$ cat src/rtl/mac_frame_parser.sv
// Parses a 64-bit Ethernet word stream into preamble, header fields and payload bytes.
// Optional define MAC_FRAME_PARSER_LEN_CHECK_EN flags frames whose length field disagrees with the payload count.
module mac_frame_parser #(
    parameter int PAYLOAD_MAX_SIZE = 1500
) (
    input  logic        clk,
    input  logic        i_rst,
    input  logic        i_valid,
    input  logic [63:0] i_frame_in,
    input  logic        i_done,
    output logic [47:0] o_dest_address,
    output logic [47:0] o_src_address,
    output logic [15:0] o_eth_type,
    output logic        o_header_valid,
    output logic [7:0]  o_payload_data,
    output logic        o_payload_valid,
    output logic [15:0] o_payload_len,
    output logic        o_frame_done,
    output logic        o_frame_err,
    output logic        o_preamble_err
);
    localparam logic [63:0] PREAMBLE = 64'h55555555555555D5;
    localparam logic [15:0] LEN_MAX  = 16'(PAYLOAD_MAX_SIZE);

    typedef enum logic [2:0] {IDLE, HDR0, HDR1, PAYLOAD, DROP, DONE} state_t;

    state_t      r_state, w_next;
    logic [47:0] r_dest, r_src;
    logic [15:0] r_type, r_len;
    logic [7:0]  r_data;
    logic        r_hdr_vld, r_pay_vld, r_fdone, r_ferr, r_perr;

    logic w_cap0, w_cap1, w_accept, w_ovf, w_len_clr;
    logic w_fdone, w_ferr, w_perr, w_full, w_len_bad;

    assign w_full = (r_len >= LEN_MAX);

`ifdef MAC_FRAME_PARSER_LEN_CHECK_EN
    logic [15:0] w_len_new;
    // Compare against the count including a byte accepted in the same cycle as i_done.
    assign w_len_new = r_len + 16'(w_accept);
    assign w_len_bad = (r_type <= 16'd1500) && (w_len_new != r_type);
`else
    assign w_len_bad = 1'b0;
`endif

    always_ff @(posedge clk or posedge i_rst) begin
        if (i_rst) r_state <= IDLE;
        else       r_state <= w_next;
    end

    always_comb begin
        w_next    = r_state;
        w_cap0    = 1'b0;
        w_cap1    = 1'b0;
        w_accept  = 1'b0;
        w_ovf     = 1'b0;
        w_len_clr = 1'b0;
        w_fdone   = 1'b0;
        w_ferr    = 1'b0;
        w_perr    = 1'b0;
        case (r_state)
            IDLE: begin
                if (i_valid) begin
                    if (i_frame_in == PREAMBLE) begin
                        w_next    = HDR0;
                        w_len_clr = 1'b1;
                    end else begin
                        w_perr = 1'b1;
                    end
                end
            end
            HDR0, HDR1: begin
                // A truncated header wins over a coincident header word.
                if (i_done) begin
                    w_next  = DONE;
                    w_fdone = 1'b1;
                    w_ferr  = 1'b1;
                end else if (i_valid) begin
                    w_cap0 = (r_state == HDR0);
                    w_cap1 = (r_state == HDR1);
                    w_next = (r_state == HDR0) ? HDR1 : PAYLOAD;
                end
            end
            PAYLOAD: begin
                w_accept = i_valid && !w_full;
                w_ovf    = i_valid && w_full;
                if (i_done) begin
                    w_next  = DONE;
                    w_fdone = 1'b1;
                    w_ferr  = w_ovf || w_len_bad;
                end else if (w_ovf) begin
                    w_next = DROP;
                end
            end
            DROP: begin
                if (i_done) begin
                    w_next  = DONE;
                    w_fdone = 1'b1;
                    w_ferr  = 1'b1;
                end
            end
            DONE: begin
                if (!i_done) w_next = IDLE;
            end
            default: w_next = IDLE;
        endcase
    end

    always_ff @(posedge clk or posedge i_rst) begin
        if (i_rst) begin
            r_dest    <= '0;
            r_src     <= '0;
            r_type    <= '0;
            r_len     <= '0;
            r_data    <= '0;
            r_hdr_vld <= 1'b0;
            r_pay_vld <= 1'b0;
            r_fdone   <= 1'b0;
            r_ferr    <= 1'b0;
            r_perr    <= 1'b0;
        end else begin
            r_hdr_vld <= w_cap1;
            r_pay_vld <= w_accept;
            r_fdone   <= w_fdone;
            r_ferr    <= w_ferr;
            r_perr    <= w_perr;
            if (w_len_clr) r_len <= '0;
            if (w_cap0) begin
                r_dest         <= i_frame_in[63:16];
                r_src[47:32]   <= i_frame_in[15:0];
            end
            if (w_cap1) begin
                r_src[31:0] <= i_frame_in[63:32];
                r_type      <= i_frame_in[31:16];
            end
            // Accept is gated by w_full, so the count saturates at the limit.
            if (w_accept) begin
                r_data <= i_frame_in[7:0];
                r_len  <= r_len + 16'd1;
            end
        end
    end

    assign o_dest_address  = r_dest;
    assign o_src_address   = r_src;
    assign o_eth_type      = r_type;
    assign o_header_valid  = r_hdr_vld;
    assign o_payload_data  = r_data;
    assign o_payload_valid = r_pay_vld;
    assign o_payload_len   = r_len;
    assign o_frame_done    = r_fdone;
    assign o_frame_err     = r_ferr;
    assign o_preamble_err  = r_perr;

endmodule

$ cat config.mk
export PLATFORM = sky130hd
export DESIGN_NAME = mac_frame_parser
export DESIGN_NICKNAME = d
export VERILOG_FILES = /design/src/rtl/mac_frame_parser.sv
export SDC_FILE = /design/constraint.sdc
export NUM_CORES = 1
export LEC_CHECK = 0
export CELL_PAD_IN_SITES_DETAIL_PLACEMENT = 1
export CELL_PAD_IN_SITES_GLOBAL_PLACEMENT = 2
export CORE_ASPECT_RATIO = 0.9
export CORE_MARGIN = 5
export CORE_UTILIZATION = 29
export DETAILED_ROUTE_END_ITERATION = 6
export PLACE_DENSITY_LB_ADDON = 0.1
export SYNTH_ARGS = -nofsm -noshare
export SYNTH_HDL_FRONTEND = slang
export SYNTH_SLANG_ARGS = --single-unit
$ cat constraint.sdc
create_clock -name clk -period 7 [get_ports clk]
set_input_delay 1.75 -clock clk [delete_from_list [all_inputs] [get_ports clk]]
set_output_delay 1.75 -clock clk [all_outputs]
set_load 0.05 [all_outputs]
== After elaboration in Yosys (flattened, before gate mapping) ==
Cells that the tools add are included.

* $add $sub $neg: 1
* Order comparisons: 1
* Equality and inequality tests: 12
* Muxes and demuxes: 29
* Reduce and logical (&&, ||, !) cells: 9

{| class="wikitable"
|+ Operators with widths
! operator !! number
|-
| $eq 64x63->1 const B || 1
|-
| $mux 16 || 2
|-
| $mux 3 || 8
|-
| $mux 1 || 17
|-
| $add 16x1->16 const B || 1
|-
| $ge 16x11->1 const B || 1
|-
| $pmux 3 s5 || 1
|-
| $ne 2x2->1 const B || 4
|-
| $eq 3x2->1 const B || 2
|-
| $eq 3x3->1 const B || 2
|-
| $ne 3x3->1 const B || 2
|-
| $reduce_and 6->1 || 1
|-
| $reduce_or 4->1 || 1
|-
| $eq 3x1->1 const B || 1
|-
| $logic_not 3->1 || 1
|-
| $reduce_or 3->1 || 1
|-
| $logic_and 1x1->1 || 2
|-
| $pmux 1 s2 || 1
|-
| $reduce_bool 2->1 || 1
|-
| $reduce_or 2->1 || 1
|-
| $logic_not 1->1 || 1
|}

* Register bits after elaboration: 144
* Output and inout port bits: 141
* Word-level logic and storage cells: 64

== Logic depth before layout (Yosys ltp) ==
* Depth in word-level cells: 6
* Depth in mapped cells: 9
* Mapped depth without buffers: 6

== Least setup slack after synthesis ==
OpenSTA, ideal clock, no wires.

* Path kind: input -> register
* Start: input i_frame_in[27]
* End: register r_len[3], in the netlist o_payload_len[3]
* Setup time: 128 ps
* Arrival time: 2,973 ps
* Slack: 3,899 ps
* Stages: 7
* Buffers on the path: 2
* Cells stage by stage: nor4bb_1 nand4_1 nor4_1 and2_1 buf_2 buf_6 o22ai_1

* Longest elaborated chain between the ends: 5

{| class="wikitable"
|+ RTL lines
! item !! line !! text
|-
| from (decl) || 9 || <nowiki>input logic [63:0] i_frame_in,</nowiki>
|-
| $eq 64x63->1 || 65 || <nowiki>if (i_frame_in == PREAMBLE) begin</nowiki>
|-
| $mux 1 || 65 ||
|-
| $mux 1 || 64 || <nowiki>if (i_valid) begin</nowiki>
|-
| $mux 1 || 62 || <nowiki>case (r_state)</nowiki>
|-
| $reduce_bool 2->1 (no source line) || - ||
|-
| to (signal assigned) || 140 || <nowiki>r_len <= r_len + 16'd1;</nowiki>
|-
| to (decl) || 29 || <nowiki>logic [15:0] r_type, r_len;</nowiki>
|}

No other way between the ends.
A chain may end at the register's enable or synchronous reset.

== Worst setup path in the final report ==
* Start: input i_frame_in[7]
* End: register r_len[1], in the netlist o_payload_len[1]

Same word-level chain as after synthesis.

==> impl_metrics.csv <==
group,metric,value,unit
detailed_routing,ant_nets,0,
floorplan,initial_core_util,0.294,
synthesis,synth.avg_cell_area,14.0,sq um
cells_and_area,nFillCells,2054,
detailed_routing,drtIter0Drc,58,
job,maxCapViolCount,0,
global_routing,overflow,0,
cells_and_area,layout-drive-gt1-share,0.240,
setup_path,crit_buf_inv,1,
setup_path,cp_max_fo,16,
pwr,seqPwrFrac,0.463,
synthesis,ys_seq_area_frac,0.615,
floorplan,io_pins,209,
setup_path,end_kind,"flop",
setup_path,path_cells,"clkdlybuf4s50_1 -> nor4bb_1 -> nand4_1 -> nor4_1 -> and2_1 -> o21ai_0",
pwr,clockPowerShare,0.496,
global_routing,grt_first_pass_wirelength,27700,microns
timing,slew_headroom,0.386,
clock_tree,ctsResizeCount,0,
pwr,ir_drop,0.000158,V
timing,max_freq,0.237,GHz
setup_path,worstPathRequired,7.28,ns
pwr,leakage,4.08,nW
floorplan,die_h,145,microns
floorplan,die_w,160,microns
setup_path,crit_family,"simple AND/OR/NAND/NOR gates",
clock_tree,cts_sinks,144,
floorplan,fp.coreArea,19900,sq um
cells_and_area,layout_commonest_cell,"clkdlybuf4s50_1",
setup_path,crit_slowest_cell,"nor4_1",
timing,period_needed,4.21,ns
placement,place_hpwl,13000,microns
placement,gp_congestion,0.743,
floorplan,std_cell_rows,49,
clock_tree,cts_setup_buffers,0,
pwr,p_sw_frac,0.237,
setup_path,reg2reg_slack,4.85,ns
synthesis,synth_fp_nets,488,
synthesis,async_flop_share,1.00,
pwr,power.switching,426,uW
clock_tree,cts_hold_buf,0,
timing,hold_viol,0,
synthesis,synth_seq_cells,144,
worst_hold_path,hold_class,"flop to flop",
synthesis,synth.distinct_cells,41,
detailed_routing,first_pass_iters,4,
run_status,status,"finished clean",
global_routing,antenna_found_initial,0,
synthesis,synthFlopType,"dfrtp_1",
synthesis,syn_area,5860,sq um
clock_tree,clockBufferDepth,2,
clock_tree,cts_tree,"done",
clock_tree,root_buffer,"clkbuf_16",
cells_and_area,area_growth,49.6,%
cells_and_area,antenna_cells,0,
detailed_routing,drc,0,
timing,skew,0.00903,ns
setup_path,cpPeakStageDelay,0.63,ns
clock_tree,clk_pin_slew,0.06,ns
synthesis,ys_warn_count,0,
detailed_routing,viasPerCell,4.70,
pwr,comb_power_share,0.042,
timing,drv_slew,0,
detailed_routing,routed_wirelength,17900,microns
cells_and_area,fin_nets,700,
synthesis,synth-edff-count,0,
setup_path,cp.arrival,4.49,ns
detailed_routing,vias,4221,
pwr,p_per_area,205,nW/um^2
setup_path,critical_path_class,"primary input to flop",
pwr,internal-power,1.37,mW
global_routing,gr-usage-all-layers,0.155,
global_routing,grt_pass1_vias,4708,
cells_and_area,final_core_util,0.440,
placement,io_buffers,208,
timing,finalSetupViolations,0,
detailed_routing,wl_per_cell,20.0,microns
cells_and_area,final_cell_mix,"208 x clkdlybuf4s50_1, 144 x dfrtp_1, 112 x mux2_2, 36 x nand2_1, 17 x clkbuf_16",
floorplan,die_area,23200,sq um
timing,finalCritPeriodShare,0.602,
clock_tree,numCtsBuffers,17,
timing,worst_slew_pin_slew,0.921,ns
clock_tree,worstSkewPairLatency,0.42,ns
clock_tree,h-tree-depth,4,
synthesis,synthCells,418,
global_routing,grt_max_degree,103,
timing,rsz0062_at_grt,"no",
timing,final.setup.tns,0,ns
setup_path,cp-start-kind,"primary input",
-- synth_stat cells, types with 3 or more instances --
cell,instances,area share
buf_2,17,0.015
and4b_1,3,0.0051
mux2_2,112,0.22
nor4b_1,4,0.0060
xnor2_1,4,0.0060
nor2_1,8,0.0051
nor4bb_1,11,0.019
nor3_1,3,0.0026
dfrtp_1,144,0.61
nand4_1,6,0.0064
o21ai_0,10,0.0085
inv_1,8,0.0051
nand3_1,4,0.0034
nor2b_1,7,0.0075
and2_1,4,0.0043
nand2_1,36,0.023
a21oi_1,4,0.0034
-- metrics by stage --
step | area [sq um] | instances | worst slack [ns] | hold slack (ns) | power (mW)
floorplan | 5860 | 418 | 1.38 | 0.568 | 0.868
global placement | 8190 | 866 | 2.29 | 0.455 | 0.924
detailed placement | 8190 | 866 | 2.21 | 0.456 | 0.926
CTS | 8770 | 898 | 2.65 | 0.472 | 1.83
finish | 8770 | 898 | 2.79 | 0.466 | 1.80
global route | 8770 | 898 | 2.48 | 0.512 | 1.88
-- worst paths after layout --
path                                    from                 to  cells past startpoint
max in group asynchronous              i_rst       o_frame_done                      3
min reg2reg                o_payload_data[6]  o_payload_data[6]                      2
min in group asynchronous              i_rst  o_dest_address[0]                      2
max reg2reg                o_payload_len[11]   o_payload_len[2]                      6
min                        o_payload_data[6]  o_payload_data[6]                      2
max                            i_frame_in[7]   o_payload_len[1]                      6
-- worst min-delay path, cell delays in order, from the launching register on --
cell	delay [ns]
dfrtp_1	0.34
nand2_1	0.05
nand2_1	0.05
-- layer usage --
layer	track usage	vias up	part of all wire
met5	0	-	0
met4	0.0435	0	0.010
met3	0.0717	11	0.083
met2	0.265	126	0.50
met1	0.177	2163	0.40
li1	-	1921	-
-- power by group through the flow --
stage / registers (mW) / logic, mW / clock network [mW]
after CTS: 0.832 / 0.0779 / 0.924
after global placement: 0.848 / 0.0756 / 0
final: 0.832 / 0.0750 / 0.892
after floorplan: 0.849 / 0.0184 / 0
after global routing: 0.832 / 0.0830 / 0.962
after detailed placement: 0.848 / 0.0776 / 0
-- state kept, by name, indices dropped and copies added, names as in the netlist --
signal,flops
o_src_address,48
r_state,3
o_preamble_err,1
o_payload_len,16
o_header_valid,1
o_payload_data,8
o_eth_type,16
o_frame_done,1
o_frame_err,1
o_payload_valid,1
o_dest_address,48
-- cell families after synthesis --
kind of cell | count (synthesis) | share of synthesized area
AO/OA/AOI/OAI | 23 | 0.0233
XOR/XNOR | 6 | 0.00897
adder cells (fa/ha/maj) | 2 | 0.00427
buffers and inverters | 28 | 0.0241
flip-flops | 144 | 0.615
multiplexers | 112 | 0.215
AND/OR/NAND/NOR | 103 | 0.109
-- final cells by class --
| type | instances | area (sq um) | share of cell area |
|---|---|---|---|
| clock inverters | 14 | 146 | 0.0167 |
| well taps | 255 | 319 | 0.0364 |
| repair buffers | 213 | 2120 | 0.242 |
| inverters | 8 | 35.0 | 0.00400 |
| multi-input cells | 246 | 2110 | 0.241 |
| clock buffers | 18 | 429 | 0.0490 |
| flip-flops and latches | 144 | 3600 | 0.411 |
No activity file was read; power rests on OpenSTA's default activity.
==> edit 1: new RTL, same flow settings <==
Build with the macro `MAC_FRAME_PARSER_LEN_CHECK_EN` defined.
--- a/src/rtl/mac_frame_parser.sv
+++ b/src/rtl/mac_frame_parser.sv
@@ -1,4 +1,6 @@
 // Parses a 64-bit Ethernet word stream into preamble, header fields and payload bytes.
 // Optional define MAC_FRAME_PARSER_LEN_CHECK_EN flags frames whose length field disagrees with the payload count.
+`define MAC_FRAME_PARSER_LEN_CHECK_EN
+
 module mac_frame_parser #(
     parameter int PAYLOAD_MAX_SIZE = 1500
Function: changed (a bounded check fails within 10 cycles, from zero or initial values and one cycle with i_rst high).
==> edit 1 against the original RTL <==
Area after synthesis increased by 15%; first-iteration DRC count increased to 2.7 times the old value; setup slack got worse by 0.48 ns; via count increased by 16%; wire length increased by 21%; core utilization decreased by 1.7 points; final area increased by 9.3%; final cell count increased by 13%; sequential cell count unchanged; count of clock-buffer cells in the layout increased by 1; highest routed layer is now met5.
Power is not compared: it rests on default switching activity, and its combinational part moved more than twofold at a synthesized area within 25%.
==> edit 1: results (changes against the original RTL) <==
Route
  • Post-Route M1 WL: 9360 um (was 7230 um)
  • Top sig layer: met5 (was met4)
  • WL per Instance: 21.4 um (was 20.0 um)
  • Final WL: 21700 um (was 17900 um)
  • Metal3 WL: 2150 um (was 1480 um)
  • Met2 wire length: 9980 um (was 9050 um)
  • Initial DRC count: 159 (was 58)
  • Avg Vias per Cell: 4.83 (was 4.70)

Global routing
  • Gr usage total: 16.4% (was 15.5%)
  • Met2 GRT Util: 25.4% (was 26.5%)
  • Met3 Usage GRT: 7.40% (was 7.17%)
  • Initial antenna violation count: 2 (was 0)
  • Largest net degree at the start of global routing: 99 (was 103)
  • First-pass GRT wire length: 33300 um (was 27700 um)
  • Vias in the first global route: 5397 (was 4708)
  • Grt met1 use: 21.3% (was 17.7%)

Synthesis
  • Post-Synth Adder-Cell Area: 0.930% (was 0.427%)
  • Post-synthesis sequential area ratio: 53.5% (was 61.5%)
  • Cells after Synth: 499 (was 418)
  • Post-synth cell types: 61 (was 41)
  • Post-synthesis xor/xnor area fraction: 2.86% (was 0.897%)
  • Top cells by area, synth: dfrtp_1 54%, mux2_4 14%, mux2_2 8.7% (was dfrtp_1 61%, mux2_2 22%, nand2_1 2.3%)
  • Proportion of synthesized area in mux cells: 22.6% (was 21.5%)
  • Top post-synthesis cells by count: 144 x dfrtp_1, 61 x mux2_4, 52 x mux2_2 (was 144 x dfrtp_1, 112 x mux2_2, 36 x nand2_1)
  • Yosys warning count: 0 (unchanged)
  • Post-synthesis compound-gate area fraction: 5.02% (was 2.33%)
  • Syn nets: 572 (was 488)

Setup path
  • Crit path largest cell delay: 0.58 ns (was 0.63 ns)
  • Crit Path Max Fanout: 20 (was 16)
  • Most common cell on crit path: ha_1
  • WP data arrival: 4.98 ns (was 4.49 ns)
  • CP max-delay cell: clkdlybuf4s50_1 (was nor4_1)
  • CP top delay family: buffers and inverters (was simple AND/OR/NAND/NOR gates)

Finish
  • Final #Nets: 777 (was 700)
  • Layout cells sized above 1: 22.3% (was 24.0%)

Clocking
  • H-tree Lvls: 4 (unchanged)
  • Clock slew seen by the registers of the worst setup and hold paths: 0.07 ns
  • Setup repair bufs after CTS: 0 (unchanged)
  • CTS resizes: 0 (unchanged)

Placed design
  • Placement Cell Area: 8990 um^2 (was 8190 um^2)
  • GPL Wtd Cong: 0.875 (was 0.743)
  • Number of instances in the placed design: 982 (was 866)
  • Worst slack, placed: 1.89 ns (was 2.21 ns)
  • Post-DP HPWL: 16000 um (was 13000 um)

Timing
  • Skew final: 0.0109 ns (was 0.00903 ns)
  • Worst Tran Pin Value: 0.921 ns (about the same)

Power
  • VDD IR max: 0.000252 V

Run status
  • Status: finished clean (unchanged)
## edit 1: path summary, 6_finish.rpt
check	start	to	slack (ns)	cells past startpoint
setup / recovery	i_valid	o_frame_err	2.30	13
hold / removal	o_payload_data[6]	o_payload_data[6]	0.46	2
setup reg to reg	o_payload_len[11]	o_frame_err	3.21	13
hold reg to reg	o_payload_data[6]	o_payload_data[6]	0.46	2
max in group asynchronous	i_rst	o_dest_address[1]	3.93	3
min in group asynchronous	i_rst	o_dest_address[30]	1.90	2
## edit 1: power breakdown
part	internal, mW	switching, mW
Sequential	1.15	0.244
Clock	0.533	0.381
Combinational	0.966	1.54
Total	2.65	2.16
## edit 1: final cells by class
| cell class | count | area, um^2 |
|---|---|---|
| clock buffer | 19 | 433 |
| timing repair buffer | 212 | 2110 |
| multi-input combinational | 320 | 2870 |
| sequential | 144 | 3600 |
| clock inverter | 13 | 154 |
| fill | 2343 | 13100 |
| tap | 297 | 372 |
| inverter | 9 | 41.3 |
==> edit 2: new RTL, config.mk and constraints unchanged <==
Made on the original files. Reset style: synchronous (`i_rst`), changed in 2 clocked blocks.
--- a/src/rtl/mac_frame_parser.sv
+++ b/src/rtl/mac_frame_parser.sv
@@ -45,5 +45,5 @@
 `endif
 
-    always_ff @(posedge clk or posedge i_rst) begin
+    always_ff @(posedge clk) begin
         if (i_rst) r_state <= IDLE;
         else       r_state <= w_next;
@@ -108,5 +108,5 @@
     end
 
-    always_ff @(posedge clk or posedge i_rst) begin
+    always_ff @(posedge clk) begin
         if (i_rst) begin
             r_dest    <= '0;
Formal check against the unedited RTL: differs if i_rst is asserted again (counterexample within 4 cycles, from zero or initial values and one cycle with i_rst high); with i_rst held inactive, the same outputs for 10 cycles.
==> edit 2 against the original RTL <==
Area after synthesis decreased by 7.8%; final area decreased by 6.3%; power decreased by 3.1%; setup slack improved by 0.14 ns; sequential cell count unchanged; count of clock-buffer cells in the layout increased by 2; combinational power increased by 2%; wire length increased by 10%.
==> edit 2: results (changes against the original RTL) <==
Run status
  • Status: finished clean (unchanged)

Clocking
  • Total CTS buffers: 17 (unchanged)
  • CTS resizes: 0 (unchanged)
  • Setup repair bufs after CTS: 0 (unchanged)
  • Longest Clk Path Bufs: 2 (unchanged)
  • Clock slew seen by the registers of the worst setup and hold paths: 0.06 ns (about the same)
  • H-tree Lvls: 4 (unchanged)
  • Clock root cell: clkbuf_16 (unchanged)
  • Worst skew pair latency: 0.42 ns (about the same)

Timing
  • Tmin final: 4.07 ns (was 4.21 ns)
  • Worst Tran Pin Value: 1.14 ns (was 0.921 ns)
  • Skew final: 0.0111 ns (was 0.00903 ns)

Worst hold path
  • Min-Delay Path Class: register to register (unchanged)
  • WHS Endpoint: o_dest_address[29] (was o_payload_data[6])
  • Hold path depth: 2 (unchanged)
  • Hold Crit Start: o_dest_address[29] (was o_payload_data[6])

Power
  • Pleak: 2.66 nW (was 4.08 nW)
  • VDD IR max: 0.000149 V (was 0.000158 V)
  • Switching pwr: 394 uW (was 426 uW)

Synthesis
  • Cells after Synth: 679 (was 418)
  • Yosys warning count: 0 (unchanged)
  • Post-synthesis sequential area ratio: 53.3% (was 61.5%)
  • Post-synth cell types: 39 (was 41)
  • Syn nets: 749 (was 488)
  • Top post-synthesis cells by count: 248 x nand2_1, 144 x dfxtp_1, 126 x a21oi_1 (was 144 x dfrtp_1, 112 x mux2_2, 36 x nand2_1)
  • Top cells by area, synth: dfxtp_1 53%, nand2_1 17%, a21oi_1 12% (was dfrtp_1 61%, mux2_2 22%, nand2_1 2.3%)
  • Async SR Flop Fraction: 0% (was 100%)
  • Predominant post-synthesis flop cell: dfxtp_1 (was dfrtp_1)

Setup path
  • RR Endpoint: o_dest_address[42] (was o_payload_len[2])
  • Crit Path Max Fanout: 10 (was 16)
  • Worst Reg-to-Reg Cells: 5 (was 6)
  • WP data arrival: 4.36 ns (was 4.49 ns)
  • R2R setup slack: 4.42 ns (was 4.85 ns)
  • Reg2reg start: r_state[0] (was o_payload_len[11])

Placed design
  • Buffers on Ports: 208 (unchanged)
  • Post-DP HPWL: 14200 um (was 13000 um)
  • Worst slack, placed: 2.46 ns (was 2.21 ns)
  • GPL Wtd Cong: 0.828 (was 0.743)
  • Number of instances in the placed design: 1091 (was 866)
  • Placement Cell Area: 7670 um^2 (was 8190 um^2)

Route
  • Initial DRC count: 167 (was 58)
  • WL per Instance: 17.6 um (was 20.0 um)
  • Drt pass-1 iters: 4 (unchanged)
  • Vias: 5370 (was 4221)
  • Avg Vias per Cell: 4.78 (was 4.70)

Finish
  • Layout cells sized above 1: 5.13% (was 24.0%)
  • Diodes inserted: 0 (unchanged)
  • Fillers: 2174 (was 2054)
  • Final #Nets: 935 (was 700)

Global routing
  • Initial antenna violation count: 1 (was 0)
  • Largest net degree at the start of global routing: 94 (was 103)
  • First-pass GRT wire length: 31100 um (was 27700 um)
  • Vias in the first global route: 5580 (was 4708)
  • Gr usage total: 18.0% (was 15.5%)
[edit 2: changes by cell type after synthesis, moves of 13 or more]
cell / change
a21oi_1: +122
buf_2: -13
clkbuf_1: +39
dfrtp_1: -144
mux2_2: -112
dfxtp_1: +144
nand2_1: +212
[edit 2: cell families (layout without fill, tap and decap cells)]
logic type                 Yosys count  in the layout  share of synthesized area (%)
and+or+nand+nor                    319            319                           26.2
AOI/OAI and AO/OA                  152            152                           15.1
DFF                                144            144                           53.3
buffers and inverters               57            256                           4.05
xor gates and xnor gates             4              4                          0.648
adders and majority gates            2              2                          0.463
muxes                                1              1                          0.185
[edit 2: power groups by stage]
| stage | Sequential, mW | Combinational (mW) | Clock, mW |
|---|---|---|---|
| 2_1_floorplan | 0.839 | 0.0178 | 0 |
| 3_3_place_gp | 0.838 | 0.0754 | 0 |
| 3_5_place_dp | 0.838 | 0.0762 | 0 |
| 4_1_cts | 0.820 | 0.0768 | 0.877 |
| 5_1_grt | 0.819 | 0.0811 | 0.910 |
| 6_report | 0.820 | 0.0762 | 0.847 |
[edit 2: critical path: stages]
cell	delay (ns)
clkdlybuf4s50_1	0.51
nor4bb_1	0.49
nand4_1	0.30
or4_1	0.77
o21ai_2	0.43
nor2_1	0.10
[edit 2: layout make-up]
class	count	area [um^2]	area share, %
inverter	10	37.5	0.457
tap	245	307	3.73
clock inverter	12	114	1.39
timing repair buffer	214	2120	25.9
sequential	144	2880	35.1
clock buffer	20	437	5.31
multi-input combinational	478	2320	28.2
[edit 2: per-layer routing]
layer | share of wire [%] | track usage, % | vias up
met5 | 0.071 | 0 | -
met4 | 1.4 | 4.83 | 2
met3 | 7.7 | 7.64 | 20
met2 | 47 | 29.5 | 127
met1 | 44 | 21.8 | 2584
li1 | - | - | 2637
[edit 2: metrics by stage]
stage / util (%) / hold WS, ns / power (mW)
final: 44.8 / 0.452 / 1.74
after global routing: 44.8 / 0.470 / 1.81
after CTS: 44.8 / 0.456 / 1.77
after detailed placement: 41.8 / 0.447 / 0.914
after global placement: 41.8 / 0.441 / 0.913
after floorplan: - / 0.565 / 0.857
[edit 2: how the worst max path moves through the flow]
stage / from / endpoint / cells after the start
floorplan: i_frame_in[63] / o_payload_len[2] / 6
global placement: i_frame_in[46] / o_payload_len[7] / 6
detailed placement: i_frame_in[46] / o_payload_len[7] / 6
CTS: i_frame_in[46] / o_payload_len[7] / 6
global route: i_done / o_src_address[32] / 7
finish: i_frame_in[46] / o_payload_len[7] / 6
